`src/rtl/video_timing_gen.sv`:
```
// video_timing_gen: raster timing generator for the HDMI output path.
// Free-running h/v counters address the frame buffer. The returned 1-bit
// pixel is re-aligned with delayed sync/DE and mapped to RGB888 through
// CPU-programmable foreground/background colour registers.
module video_timing_gen #(
  parameter int H_ACTIVE = 640,
  parameter int H_FP     = 16,
  parameter int H_SYNC   = 96,
  parameter int H_BP     = 48,
  parameter int V_ACTIVE = 480,
  parameter int V_FP     = 10,
  parameter int V_SYNC   = 2,
  parameter int V_BP     = 33,
  parameter int HS_POL   = 0,
  parameter int VS_POL   = 0,
  parameter int PIX_LAT  = 1   // frame buffer read latency, 1..4
) (
  input  logic        clk,
  input  logic        rst,
  output logic [11:0] xpos_o,
  output logic [11:0] ypos_o,
  input  logic        color_i,
  input  logic        cfg_we_i,
  input  logic        cfg_addr_i,
  input  logic [23:0] cfg_wdata_i,
  output logic        hsync_o,
  output logic        vsync_o,
  output logic        de_o,
  output logic [23:0] rgb_o,
  output logic        frame_start_o,
  output logic        line_start_o
);

  localparam int H_TOTAL = H_ACTIVE + H_FP + H_SYNC + H_BP;
  localparam int V_TOTAL = V_ACTIVE + V_FP + V_SYNC + V_BP;

  localparam logic [11:0] H_ACT_C  = 12'(H_ACTIVE);
  localparam logic [11:0] H_SS_C   = 12'(H_ACTIVE + H_FP);
  localparam logic [11:0] H_SE_C   = 12'(H_ACTIVE + H_FP + H_SYNC);
  localparam logic [11:0] H_LAST_C = 12'(H_TOTAL - 1);
  localparam logic [11:0] V_ACT_C  = 12'(V_ACTIVE);
  localparam logic [11:0] V_SS_C   = 12'(V_ACTIVE + V_FP);
  localparam logic [11:0] V_SE_C   = 12'(V_ACTIVE + V_FP + V_SYNC);
  localparam logic [11:0] V_LAST_C = 12'(V_TOTAL - 1);

  localparam logic HS_ACT = (HS_POL != 0);
  localparam logic VS_ACT = (VS_POL != 0);

  typedef struct packed {
    logic act;
    logic hs;
    logic vs;
    logic fs;
    logic ls;
  } stage_t;

  logic [11:0] hcnt_q, hcnt_d;
  logic [11:0] vcnt_q, vcnt_d;
  stage_t      st0;
  stage_t [PIX_LAT-1:0] pipe_q;
  stage_t      al;

  logic [23:0] fg_q, bg_q;
  logic [23:0] rgb_q;
  logic        de_q, hs_q, vs_q, fs_q, ls_q;

  // Next raster position: hcnt wraps every line, vcnt advances on that wrap.
  always_comb begin
    hcnt_d = hcnt_q + 12'd1;
    vcnt_d = vcnt_q;
    if (hcnt_q == H_LAST_C) begin
      hcnt_d = '0;
      vcnt_d = (vcnt_q == V_LAST_C) ? 12'd0 : vcnt_q + 12'd1;
    end
  end

  // Raster position registers.
  always_ff @(posedge clk) begin
    if (rst) begin
      hcnt_q <= '0;
      vcnt_q <= '0;
    end else begin
      hcnt_q <= hcnt_d;
      vcnt_q <= vcnt_d;
    end
  end

  // Stage-0 timing flags decoded straight from the counters.
  always_comb begin
    st0     = '0;
    st0.act = (hcnt_q < H_ACT_C) && (vcnt_q < V_ACT_C);
    st0.hs  = (hcnt_q >= H_SS_C) && (hcnt_q < H_SE_C);
    st0.vs  = (vcnt_q >= V_SS_C) && (vcnt_q < V_SE_C);
    st0.fs  = (hcnt_q == 12'd0) && (vcnt_q == 12'd0);
    st0.ls  = (hcnt_q == 12'd0) && (vcnt_q < V_ACT_C);
  end

  // Blanking addresses are parked at 0 so the frame buffer never sees an
  // out-of-range coordinate.
  assign xpos_o = st0.act ? hcnt_q : 12'd0;
  assign ypos_o = st0.act ? vcnt_q : 12'd0;

  // Delay line matching the frame buffer read latency.
  always_ff @(posedge clk) begin
    if (rst) begin
      pipe_q <= '0;
    end else begin
      pipe_q[0] <= st0;
      for (int i = 1; i < PIX_LAT; i++) begin
        pipe_q[i] <= pipe_q[i-1];
      end
    end
  end

  // Flags aligned with the pixel bit currently on color_i.
  assign al = pipe_q[PIX_LAT-1];

  // Colour registers; reset takes priority and drops a coincident write.
  always_ff @(posedge clk) begin
    if (rst) begin
      fg_q <= 24'hFF_FFFF;
      bg_q <= 24'h00_0000;
    end else if (cfg_we_i) begin
      if (cfg_addr_i) fg_q <= cfg_wdata_i;
      else            bg_q <= cfg_wdata_i;
    end
  end

  // Output register: every output moves on the same edge for a given position.
  always_ff @(posedge clk) begin
    if (rst) begin
      de_q  <= 1'b0;
      rgb_q <= '0;
      hs_q  <= ~HS_ACT;
      vs_q  <= ~VS_ACT;
      fs_q  <= 1'b0;
      ls_q  <= 1'b0;
    end else begin
      de_q  <= al.act;
      rgb_q <= al.act ? (color_i ? fg_q : bg_q) : 24'h0;
      hs_q  <= al.hs ? HS_ACT : ~HS_ACT;
      vs_q  <= al.vs ? VS_ACT : ~VS_ACT;
      fs_q  <= al.fs;
      ls_q  <= al.ls;
    end
  end

  assign de_o          = de_q;
  assign rgb_o         = rgb_q;
  assign hsync_o       = hs_q;
  assign vsync_o       = vs_q;
  assign frame_start_o = fs_q;
  assign line_start_o  = ls_q;

endmodule

```
`config.mk`:
```
export PLATFORM = sky130hd
export DESIGN_NAME = video_timing_gen
export DESIGN_NICKNAME = d
export VERILOG_FILES = /design/src/rtl/video_timing_gen.sv
export SDC_FILE = /design/constraint.sdc
export NUM_CORES = 1
export LEC_CHECK = 0
export ABC_AREA = 1
export ABC_CLOCK_PERIOD_IN_PS = 1750
export CAP_MARGIN = 0
export CORE_ASPECT_RATIO = 1.2
export CORE_MARGIN = 5
export CORE_UTILIZATION = 52
export DETAILED_ROUTE_END_ITERATION = 7
export PLACE_DENSITY_LB_ADDON = 0.15
export SYNTH_ARGS = -nofsm -noshare
export SYNTH_HDL_FRONTEND = slang
export SYNTH_SLANG_ARGS = --single-unit
```
`constraint.sdc`:
```
create_clock -name clk -period 1.75 [get_ports clk]
set_input_delay 0.35 -clock clk [delete_from_list [all_inputs] [get_ports clk]]
set_output_delay 0.35 -clock clk [all_outputs]
set_load 0.05 [all_outputs]
```
Yosys cells after proc, flatten, opt, wreduce, memory -nomap -nowiden
Index checks and enable logic that the tools add are counted.
W data, S select, Z words.
{ "totals": {"inputBits": 29, "word_cells": 44, "output_inout_bits": 53, "reg_bits": 106} }
{ "classes": {"n_mux": 6, "n_lt_le_gt_ge": 6, "n_bitwise": 2, "add_sub_neg": 2, "n_reduce_logical": 11, "eq_ne": 2} }
{ "op_table": {"columns": ["op", "n"], "rows": [
  ["$mux W12", 3],
  ["$add A12 B1 Y12 const B", 2],
  ["$eq A12 B10 Y1 const B", 2],
  ["$logic_not A12 Y1", 2],
  ["$lt A12 B10 Y1 const B", 2],
  ["$lt A12 B9 Y1 const B", 2],
  ["$mux W24", 1],
  ["$ge A12 B10 Y1 const B", 1],
  ["$ge A12 B9 Y1 const B", 1],
  ["$logic_and A1 B1 Y1", 5],
  ["$reduce_and A2 Y1", 2],
  ["$reduce_or A2 Y1", 2],
  ["$mux W1", 2],
  ["$not A1 Y1", 2]
]} }

Longest topological paths before layout
{ "depth": {"depth_word": 3, "ltp_mapped": 9, "depth_no_buf": 9} }

Worst setup path before layout
Ideal clock, no wire load.
{ "synth_timing": {"path_kind": "register to output", "start": "register vcnt_q[11]", "end": "output port xpos_o[0]", "path_slack_ns": -0.157, "n_path_buf": 1, "arrival_ns": 1.557, "path_stages_with_launch": 7, "required_ns": 1.400, "cell_sequence": "dfxtp_1 -> nor2_1 -> nand2_1 -> nor2_1 -> nand4_1 -> buf_4 -> nor2_1"} }
{ "synth_between": {"elab_chain_len": 3} }
{ "synth_rtl": {"columns": ["item", "line_no", "source"], "rows": [
  ["start: declaration", "58", "logic [11:0] vcnt_q, vcnt_d;"],
  ["start signal: assignment", "84", "vcnt_q <= vcnt_d;"],
  ["$lt A12 B9 Y1", "91", "st0.act = (hcnt_q < H_ACT_C) && (vcnt_q < V_ACT_C);"],
  ["$logic_and A1 B1 Y1", "91", null],
  ["$mux W12", "100", "assign xpos_o = st0.act ? hcnt_q : 12'd0;"],
  ["end: declaration", "20", "output logic [11:0] xpos_o,"]
]} }
No other way between the ends.

Final worst setup path
{ "layout_timing": {"start": "register vcnt_q[11]", "end": "output port xpos_o[5]"} }
Same word-level chain as after synthesis.

==> run metrics <==
status finished, violations left; failing checks setup timing; clock sink count 106; Yosys cell types 30; vias in the first global route 3749; r2r setup slk 0.17 ns; Clock Path Buffers 2; CP most frequent cell nor2_4; root buffer cell clkbuf_8; Hold Fails Final Rpt 0; drt total wl 10.9 mm; crit path from vcnt_q[11]; Design Area, Final 5850 µm²; antenna-violating nets left 0; YS warnings 0; Die W 92.9 µm; Initial Util 52.9%; Fmax achieved 0.491 GHz; Final Util 72.1%; crit-path max cell delay 0.36 ns; CTS buffer count 9; layout cells sized above 1 21.8%; Max transition margin 50.0%; worst path required time 1.40 ns; WP depth 8; most common cell after layout, fill and taps aside nand2_1; PortBufs 76; initial antenna violation count 0; Die Y-Extent 109 µm; Site Rows 36; PnR worst setup slack -0.285 ns; Mapped Cells 584; Setup violations, final 19; Syn Std Cell Area 4290 µm²; post-DP HPWL 7.13 mm; largest family of logic cells by synthesized area simple AND/OR/NAND/NOR gates; min Tclk post-route 2.03 ns; Setup CP Type reg -> out; largest net degree at the start of global routing 28; pwr/cell area 813 nW/µm²; Ant. Diodes 0; r2r endpoint vcnt_q[9]; Worst Hold Launch al[2]; Iteration-0 DRC Markers 203; core area 8110 µm²; Placed Area 5330 µm²; commonest non-fill, non-tap cells in the layout nand2_1 (134), dfxtp_1 (101), nor2_1 (89), buf_4 (54), inv_1 (41); final worst clock skew 0.0107 ns; Slew @ Worst Pin 0.749 ns; delay-heaviest family, CP simple AND/OR/NAND/NOR gates; Placer Congestion 0.921; Vias 4074; All-Layer GR Usage 21.7%; Worst IR Drop VDD 0.407 mV; period utilization 116%; RSZ-0062 raised after global routing true; WL/cell 14.0 µm; first-pass GRT wire length 17.5 mm; crit end category output port; clk_lat worst skew 0.37 ns; worst setup path end xpos_o[5]; post-synthesis compound-gate area fraction 9.54%; mux contribution to synthesized area 0%; Pleak 2.53 nW; CP Max Fanout 5; CP bufs+invs 3; post-synthesis adder-cell area fraction 1.46%; DR DRC count 0; sequential share of the synthesized area 49.5%; clock-pin transition on the worst setup and hold timing paths 0.10 ns; XOR/XNOR Fraction of Synth Area 0.817%; I/O pin cnt 82; worst-path cell chain nor2_4, nand2_2, nor2_4, nand4_1, buf_6, buf_12, nor2_4, buf_12; FF-to-FF path depth 8; fin nets 711; Congestion Overflow GR 0; die area 10200 µm²; Syn Area/Cell 7.34 µm²; simple-gate share of the synthesized area 30.6%; CP startpoint kind flop; Worst Hold Class reg -> reg; Slew Viols, Final 0; WHS Path Cells 1; htree depth 3; crit path max-delay cell type dfxtp_1; Synth Register Bits 106; 1st-pass router iterations 5; CTS tree done; max_cap viols 0; CP arrival 1.68 ns; Area Growth Syn to Fin 36.4%; worst r2r src hcnt_q[0]; vias per inst 5.24
[Yosys cell counts]
cell type / number / share of area, %
nand2_1: 138 / 12
nor2_1: 112 / 9.8
dfxtp_1: 106 / 49
inv_1: 44 / 3.9
nand3_1: 36 / 4.2
a21oi_1: 35 / 4.1
o21ai_0: 31 / 3.6
clkbuf_1: 14 / 1.2
buf_4: 7 / 1.2
nor3_1: 7 / 0.82
nand4_1: 6 / 0.88
ha_1: 5 / 1.5
nand2_2: 5 / 0.73
o21bai_1: 5 / 0.88
buf_2: 4 / 0.47
inv_2: 4 / 0.35
xor2_1: 4 / 0.82
nor2_2: 3 / 0.44
o211ai_1: 3 / 0.53
buf_6: 2 / 0.53
clkinv_1: 2 / 0.18
nand2_4: 2 / 0.53
nor2_4: 2 / 0.53
a211oi_1: 1 / 0.18
buf_1: 1 / 0.087
clkbuf_2: 1 / 0.12
conb_1: 1 / 0.087
nand3_4: 1 / 0.41
nor3b_1: 1 / 0.18
o21bai_2: 1 / 0.26
[state kept, by name, summed over array words and instances, names as in the netlist, 5 cells and up]
signal and flops:
al 5, hcnt_q 12, fg_q 24, rgb_o 24, bg_q 24, vcnt_q 12
[metrics by stage]
stage / setup TNS, ns / hold slack [ns] / instances / power, W / setup slack (ns)
6_report: -5.02 / 0.380 / 777 / 0.00475 / -0.285
5_1_grt: -6.62 / 0.394 / 777 / 0.00495 / -0.373
4_1_cts: -5.91 / 0.385 / 775 / 0.00479 / -0.320
3_5_place_dp: 0 / 0.361 / 753 / 0.00323 / 0.0230
3_3_place_gp: 0 / 0.359 / 753 / 0.00322 / 0.0456
2_1_floorplan: -2.98 / 0.352 / 588 / 0.00301 / -0.157
[logic make-up (layout without fill, tap and decap cells)]
kind of cell / after synthesis / after routing
and+or+nand+nor: 313 / 313
other: 1 / 5
buffers and inverters: 79 / 173
AOI/OAI and AO/OA: 76 / 76
xor gates and xnor gates: 4 / 4
DFF: 106 / 106
adders and majority gates: 5 / 5
[worst register-to-register path, cell delays in order, from the launching register on]
cell and delay [ns]:
dfxtp_1 0.39, ha_1 0.18, nand2_1 0.11, nor2_1 0.33
nand2_2 0.15, nor2_2 0.13, nand2_1 0.06, nand2_1 0.06
nor2_1 0.04
[where the power goes]
part	leakage, nW	total (W)	switching [W]	internal, W
Combinational	1.56	0.000607	0.000385	0.000222
Clock	0.103	0.00157	0.000855	0.000716
Sequential	0.873	0.00257	0.0000480	0.00253
[worst min path at each step]
stage / endpoint / slack (ns)
after floorplan: hsync_o / 0.35
after global placement: vsync_o / 0.36
after detailed placement: vsync_o / 0.36
after CTS: vsync_o / 0.38
after global routing: vsync_o / 0.39
final: vsync_o / 0.38
[timing repair]
item / CTS / global route
endpoints found under the hold margin: 0 / 0
gates resized for setup: 64 / 11
buffers inserted: 4 / 2
pin swaps: 7 / 2
hold buffers: 0 / 0
cloned: 2 / 0
endpoints found under the setup margin: 19 / 19
[cell type report]
| type | instances | area, µm² |
|---|---|---|
| multi-input combinational | 403 | 2030 |
| fill | 621 | 2260 |
| timing repair buffer | 107 | 1170 |
| sequential | 106 | 2130 |
| inverter | 50 | 190 |
| tap | 95 | 119 |
| clock inverter | 6 | 72.6 |
| clock buffer | 10 | 138 |
[layer usage]
metal / up-vias / share of wire, % / GRT usage [%] / wire, µm
li1: 2012 / - / - / -
met1: 1854 / 41 / 26.4 / 4420
met2: 173 / 50 / 37.0 / 5430
met3: 35 / 7.1 / 5.75 / 774
met4: 0 / 2.3 / 8.17 / 252
met5: - / 0 / 0 / 0
(Power assumes the default switching activity.)
==> RTL change, RTL diff (config.mk and constraints unchanged) <==
`HS_POL`: 0 -> 1.
--- a/src/rtl/video_timing_gen.sv
+++ b/src/rtl/video_timing_gen.sv
@@ -11,7 +11,7 @@
   parameter int V_FP     = 10,
   parameter int V_SYNC   = 2,
   parameter int V_BP     = 33,
-  parameter int HS_POL   = 0,
+  parameter int HS_POL   = 1,
   parameter int VS_POL   = 0,
   parameter int PIX_LAT  = 1   // frame buffer read latency, 1..4
 ) (
Function: changed (a bounded check fails within 4 cycles, from zero or initial values and one cycle with rst high).
==> RTL change against the unedited design <==
  * The flow still finishes with violations (setup timing)
  * Design area increased by 0.11%
  * Total power is 2.9% lower
  * Worst setup slack worse by 34 ps
  * Global-route usage about the same
  * Wire length grew 0.73%
  * Count of clock-buffer cells in the layout unchanged
  * Sequential cell count unchanged
  * Final cell count increased by 1.3%
  * Area after synthesis up 0.18%
  * Critical endpoint is now xpos_o[0]
  * Largest cell class unchanged
==> RTL change: results (changes against the unedited design) <==
<table>
<tr><th>Metric</th><th>Value</th></tr>
<tr><th colspan="2">Run status</th></tr>
<tr><td>Status</td><td>finished with violations (unchanged)</td></tr>
<tr><td>Failing checks</td><td>setup timing (unchanged)</td></tr>
<tr><th colspan="2">Synth</th></tr>
<tr><td>Fraction of the mapped netlist area in compound gates</td><td>8.593% (was 9.542%)</td></tr>
<tr><td>Dominant cells by area after synthesis</td><td>dfxtp_1, nand2_1, nor2_1 (unchanged)</td></tr>
<tr><td>Synthesized area divided by synthesized cell count</td><td>7.256 µm² (was 7.342 µm²)</td></tr>
<tr><td>Number of distinct library cell variants in the gate-level netlist after synthesis</td><td>28 (was 30)</td></tr>
<tr><td>Adder and majority gate portion of the synthesized area</td><td>1.456% (was 1.459%)</td></tr>
<tr><th colspan="2">Route</th></tr>
<tr><td>DR WL met2</td><td>5.676 mm (was 5.431 mm)</td></tr>
<tr><td>Number of violations reported at the end of detailed-routing iteration 0</td><td>180 (was 203)</td></tr>
<tr><td>Post-detailed-route wirelength per cell</td><td>13.93 µm (was 14.01 µm)</td></tr>
<tr><td>Total met3 wirelength after detailed routing</td><td>531 µm (was 774 µm)</td></tr>
<tr><td>Via density per instance</td><td>5.186 (was 5.243)</td></tr>
<tr><th colspan="2">Pwr</th></tr>
<tr><td>Leakage Power</td><td>2.615 nW (was 2.533 nW)</td></tr>
<tr><th colspan="2">Layout</th></tr>
<tr><td>Share of final-layout standard cells stronger than drive strength 1</td><td>21.10% (was 21.85%)</td></tr>
<tr><td># nets final</td><td>721 (was 711)</td></tr>
<tr><th colspan="2">Clock tree</th></tr>
<tr><td>Post-cts sizing count</td><td>60 (was 64)</td></tr>
<tr><th colspan="2">Global route</th></tr>
<tr><td>Wire length of the first global-routing pass</td><td>17.80 mm (was 17.55 mm)</td></tr>
<tr><td>GR Layer Usage met2</td><td>38.81% (was 37.00%)</td></tr>
<tr><td>Global Route met3 Usage</td><td>3.765% (was 5.749%)</td></tr>
<tr><th colspan="2">Critical path</th></tr>
<tr><td>WP data arrival</td><td>1720 ps (was 1680 ps)</td></tr>
<tr><th colspan="2">STA</th></tr>
<tr><td>Layout Skew</td><td>15.21 ps (was 10.74 ps)</td></tr>
<tr><td>Tightest Pin Transition</td><td>703.1 ps (was 748.8 ps)</td></tr>
<tr><td>Sum of negative setup slack</td><td>-5543 ps (was -5017 ps)</td></tr>
<tr><td>Setup Viol. Count Final</td><td>19 (unchanged)</td></tr>
<tr><td>Worst setup margin</td><td>-318.6 ps (was -284.8 ps)</td></tr>
<tr><th colspan="2">Placed design</th></tr>
<tr><td>Global placer's final weighted congestion</td><td>0.8387 (was 0.9210)</td></tr>
<tr><td>DP Cell Count</td><td>763 (was 753)</td></tr>
<tr><td>Placed standard-cell area</td><td>5364 µm² (was 5329 µm²)</td></tr>
</table>
-- RTL change: cell count changes after synthesis, moves of 3 or more --
cell | unedited run | this run
nor2_1 | 112 | 122
nand2_1 | 138 | 147
inv_1 | 44 | 39
o21bai_1 | 5 | 0
clkbuf_1 | 14 | 17
nand4_1 | 6 | 9
-- RTL change: path summary, 6_finish.rpt --
kind	endpoint	slack, ps	depth (start not counted)
setup / recovery	xpos_o[0]	-320	8
hold / removal	vsync_o$_SDFF_PP1_	380	1
setup reg to reg	vcnt_q[2]$_SDFFE_PP0N_	240	8
hold reg to reg	vsync_o$_SDFF_PP1_	380	1
-- RTL change: layout make-up --
class	count	area (µm²)	area share, %
clock buffers	10	127.6	2.180
clock inverters	6	55.05	0.9404
inverters	44	167.7	2.864
multi-input cells	417	2071	35.37
flip-flops and latches	106	2132	36.42
well taps	95	118.9	2.030
repair buffers	109	1182	20.20
-- RTL change: power breakdown --
part	switching (mW)	internal (mW)
clock network	0.874	0.553
logic	0.387	0.223
registers	0.0494	2.53
